$ cat src/rtl/fpga_debug_monitor.sv
// fpga_debug_monitor: status LEDs, saturating write counter and a steppable trace of recent data-memory writes.
// Define DEBUG_MON_STRETCH_EN to build the LED pulse stretchers; otherwise events are only registered.
module fpga_debug_monitor #(
    parameter int LED_W = 4,
    parameter int DEPTH = 8,
    parameter int STRETCH_CYCLES = 2500000
) (
    input  logic             clk,
    input  logic             reset,
    input  logic             memwrite,
    input  logic [31:0]      dataadr,
    input  logic [31:0]      writedata,
    input  logic             zero,
    input  logic             freeze,
    input  logic             step,
    input  logic [1:0]       mode,
    output logic [LED_W-1:0] led,
    output logic [15:0]      wr_count,
    output logic             trace_valid,
    output logic [31:0]      trace_adr,
    output logic [31:0]      trace_data
);
    localparam int aw = $clog2(DEPTH);
    localparam logic [aw:0] full = (aw+1)'(DEPTH);

    if (LED_W < 4 || DEPTH < 2 || DEPTH > 64 || (DEPTH & (DEPTH - 1)) != 0 || STRETCH_CYCLES < 2) begin : g_bad_params
        $error("fpga_debug_monitor: illegal parameter set");
    end

    logic [31:0] adr_mem [DEPTH];
    logic [31:0] data_mem [DEPTH];
    logic [aw-1:0] wr_ptr, rd_idx, sel;
    logic [aw:0] fill;
    logic capture, str_mw, str_zero;
    logic [LED_W-1:0] live, led_next;

    assign capture = memwrite && !freeze;
    // rd_idx counts from the oldest entry, which sits fill slots behind wr_ptr
    assign sel = wr_ptr - fill[aw-1:0] + rd_idx;
    assign trace_valid = fill != '0;
    assign trace_adr = trace_valid ? adr_mem[sel] : '0;
    assign trace_data = trace_valid ? data_mem[sel] : '0;

    always_ff @(posedge clk)
        if (!reset && capture) begin
            adr_mem[wr_ptr] <= dataadr;
            data_mem[wr_ptr] <= writedata;
        end

    always_ff @(posedge clk)
        if (reset) begin
            wr_count <= '0;
            wr_ptr <= '0;
            fill <= '0;
            rd_idx <= '0;
        end else begin
            if (memwrite && wr_count != 16'hffff)
                wr_count <= wr_count + 16'd1;
            if (capture) begin
                wr_ptr <= wr_ptr + aw'(1);
                if (fill != full)
                    fill <= fill + (aw+1)'(1);
            end
            if (step && trace_valid)
                rd_idx <= ({1'b0, rd_idx} == fill - (aw+1)'(1)) ? '0 : rd_idx + aw'(1);
        end

`ifdef DEBUG_MON_STRETCH_EN
    localparam int cw = $clog2(STRETCH_CYCLES);
    localparam logic [cw-1:0] reload = cw'(STRETCH_CYCLES - 1);
    logic [cw-1:0] cnt_mw, cnt_zero;

    always_ff @(posedge clk)
        if (reset) begin
            cnt_mw <= '0;
            cnt_zero <= '0;
        end else begin
            cnt_mw <= memwrite ? reload : (cnt_mw != '0) ? cnt_mw - cw'(1) : '0;
            cnt_zero <= zero ? reload : (cnt_zero != '0) ? cnt_zero - cw'(1) : '0;
        end

    assign str_mw = memwrite || cnt_mw != '0;
    assign str_zero = zero || cnt_zero != '0;
`else
    assign str_mw = memwrite;
    assign str_zero = zero;
`endif

    always_comb begin
        live = '0;
        live[0] = str_mw;
        live[1] = |dataadr[31:24];
        live[2] = |writedata[31:24];
        live[3] = str_zero;
    end

    assign led_next = (mode == 2'd0) ? live :
                      (mode == 2'd1) ? wr_count[LED_W-1:0] :
                      (mode == 2'd2) ? trace_adr[LED_W+1:2] : trace_data[LED_W-1:0];

    always_ff @(posedge clk)
        led <= reset ? '0 : led_next;
endmodule

$ cat config.mk
export PLATFORM = sky130hd
export DESIGN_NAME = fpga_debug_monitor
export DESIGN_NICKNAME = d
export VERILOG_FILES = /design/src/rtl/fpga_debug_monitor.sv
export SDC_FILE = /design/constraint.sdc
export NUM_CORES = 1
export LEC_CHECK = 0
export CORE_UTILIZATION = 58
export DETAILED_ROUTE_END_ITERATION = 8
export GPL_TIMING_DRIVEN = 0
export PLACE_DENSITY = 0.79
export SLEW_MARGIN = 20
export SYNTH_ARGS = -nofsm -noshare
export SYNTH_HDL_FRONTEND = slang
export SYNTH_SLANG_ARGS = --single-unit
$ cat constraint.sdc
create_clock -name clk -period 11.4 [get_ports clk]
set_input_delay 1.71 -clock clk [delete_from_list [all_inputs] [get_ports clk]]
set_output_delay 1.71 -clock clk [all_outputs]
set_load 0.01 [all_outputs]
==> metrics.txt <==
# Max-Cap Violations 0; Final Cycle Share about 57%; First DRT Iteration DRCs between 900 and 1k; maximum VDD drop between 0.1 and 0.15 mV; CP bufs+invs 4; Starting Density 59.0%; min-delay worst type flop to flop; Hold-fix buffers, CTS 0; setup violators final 0; failing checks design-rule violations; Clock Path Buffers 3; remaining routing DRC violations 20; Yosys top cell area share between 70% and 80%; Antenna Violating Nets Remaining 0; Sink Count around 540; Synth cell types between 40 and 50; CP endpoint kind primary output; syn avg cell area 19.6 µm²; Yosys top cell by area edfxtp_1; placed insts 1761; number of buffers created by CTS 53; post-route setup TNS 0 ns; crit-path cells inv_1 > fa_1 > fa_1 > clkbuf_1 > clkbuf_1 > mux4_2 > nand2_1 > a21oi_1 > clkdlybuf4s50_1; Die W ~190 µm; Max stage delay on crit path 0.70 ns; Slew headroom 38.0%; min cycle time layout between 6 and 7 ns; Post-CTS Setup Bufs 0; port bufs ~160; drt pass-1 iters 7; Area contributors post-synth edfxtp_1 (73%), mux4_2 (14%), dfxtp_1 (2.9%), nand2_1 (2.2%), a21oi_1 (1.5%); Worst EP required 9.69 ns; count of final hold-check violations 0; share of cells above drive strength 1 roughly 22%; max frequency ~150 MHz; post-synthesis async set-or-reset flop share 0%; prevailing post-synth register cell edfxtp_1; kind of critical path flop to primary output; IO Pins 157; routed vias between 10k and 15k; synthesized instance count roughly 1.1k; Cell Pwr Density 178 nW/µm²; Die Y 193 µm; vias in the first global route roughly 11k; DIE AREA roughly 37000 µm²; Final #Nets about 1.4k; fin. max-slew vios 0; clock slew at reported path FFs ~0.06 ns; Mapped Area 21100 µm²; RSZ-0062 raised after global routing false; Final WS setup 4.87 ns; Slowest-stage cell, CP clkbuf_1; Layout area overhead 20.8%; final wirelength between 40000 and 50000 µm; H-tree depth 2; CTS tree built; final instance count without filler cells ~1.9k; Pleak ~8.3 nW; Critical Path AT around 4.8 ns; initial antenna violation count 3; gr usage total between 20 and 25%; #FFs+latches synth between 500 and 600; row count 69; crit-path max FO 10; Core Region approximately 36000 µm²; Worst Tran Pin Value approximately 0.93 ns; first-pass GRT wire length ~67000 µm; post-DP HPWL 29200 µm; Worst-Skew Late Latency 0.56 ns; via/cell ratio 5.94; run status complete, but fails checks; Filler Cell Count about 2.2k; post-CTS sizing 0; pre-CTS WS between 5 and 6 ns; Syn. warnings 0; Post-Syn Nets roughly 1.2k; CP Launch Type flop; Clock Tree Root clkbuf_16; RePlAce Congestion between 0.7 and 0.8; sequential area share after synthesis between 70% and 80%; EDFF count, synth between 500 and 600; Final Skew between 0.01 and 0.015 ns; family with the most delay on the worst path buffers and inverters; DR WL/cell 24.1 µm; grt total ovfl 0; largest net degree at the start of global routing 39
==> power by group <==
part / internal (mW) / switching, mW / leakage (nW)
Combinational: 0.341 / 0.365 / 2.71
Clock: 0.941 / 0.692 / 0.778
Sequential: 2.19 / 0.00623 / 4.86
==> sequential cells by signal, summed over array words and instances (netlist names) <==
register and flops:
led 4, adr_mem 256, fill 4, data_mem 256, rd_idx 3, wr_count 16
wr_ptr 3
==> through the flow <==
step | area (µm²) | hold slack (ns) | util, % | total power [mW]
6_report | 25400 | 0.512 | 71.3 | 4.54
5_1_grt | 25400 | 0.558 | 71.3 | 4.68
4_1_cts | 25400 | 0.519 | 71.3 | 4.57
3_5_place_dp | 23800 | 0.510 | 66.8 | 2.95
2_1_floorplan | 21100 | 0.475 | - | 2.70
3_3_place_gp | 23200 | 0.502 | 65.0 | 2.93
==> cell usage after synthesis, drive strengths merged, types with 10 or more instances <==
| master | n |
|---|---|
| edfxtp | 512 |
| mux4 | 128 |
| nand2 | 126 |
| a21oi | 62 |
| nor2 | 38 |
| dfxtp | 30 |
| clkbuf | 29 |
| buf | 26 |
| xnor2 | 13 |
| xor2 | 13 |
| mux2i | 12 |
| inv | 10 |
==> logic make-up (layout without fill, tap and decap cells) <==
| kind of cell | after synthesis | in the layout | synth area share (%) |
|---|---|---|---|
| other | 0 | 1 | 0 |
| muxes | 140 | 140 | 14.3 |
| adders and majority gates | 10 | 10 | 0.666 |
| AOI/OAI and AO/OA | 84 | 84 | 2.27 |
| and+or+nand+nor | 207 | 207 | 4.16 |
| xor gates and xnor gates | 27 | 27 | 1.33 |
| DFF | 542 | 542 | 75.9 |
| buffers and inverters | 65 | 385 | 1.42 |
==> final cells by class <==
cell class	count	area, µm²	share of cell area (%)
Clock buffer	68	1380	5.44
Buffer	55	262	1.03
Antenna cell	1	2.50	0.00984
Tap cell	461	577	2.27
Inverter	10	37.5	0.148
Multi-Input combinational cell	468	4830	19.0
Clock inverter	27	228	0.896
Sequential cell	542	16000	62.8
Timing Repair Buffer	225	2140	8.41
==> path summary, 6_finish.rpt <==
check / startpoint / endpoint / slack, ns / cells past startpoint
hold reg to reg: rd_idx[1] / rd_idx[1] / 0.51 / 2
setup reg to reg: wr_ptr[1] / led[0] / 7.70 / 8
hold / removal: rd_idx[1] / rd_idx[1] / 0.51 / 2
setup / recovery: wr_ptr[1] / trace_data[31] / 4.87 / 9
==> metal layers <==
layer / GRT usage [%] / up-vias / part of all wire (%)
met5: 0 / - / 0.056
met4: 8.33 / 4 / 2.7
met3: 5.16 / 84 / 7.3
met2: 41.1 / 423 / 50
met1: 33.7 / 5637 / 40
li1: - / 4879 / -
==> worst min-delay path, cell delays in order (launching register included) <==
cell     delay, ns
dfxtp_1       0.35
nand2_1       0.07
a21oi_1       0.05
==> placed cells by master (no fill, tap or decap), drive strengths merged, types with 12 or more instances in the layout <==
cell	netlist	layout
xor2	13	13
xnor2	13	13
clkbuf	29	97
clkinv	0	20
mux2i	12	12
nor2	38	38
a21oi	62	62
nand2	126	126
buf	26	96
dfxtp	30	30
clkdlybuf4s50	0	155
mux4	128	128
edfxtp	512	512
(Power assumes the default switching activity.)
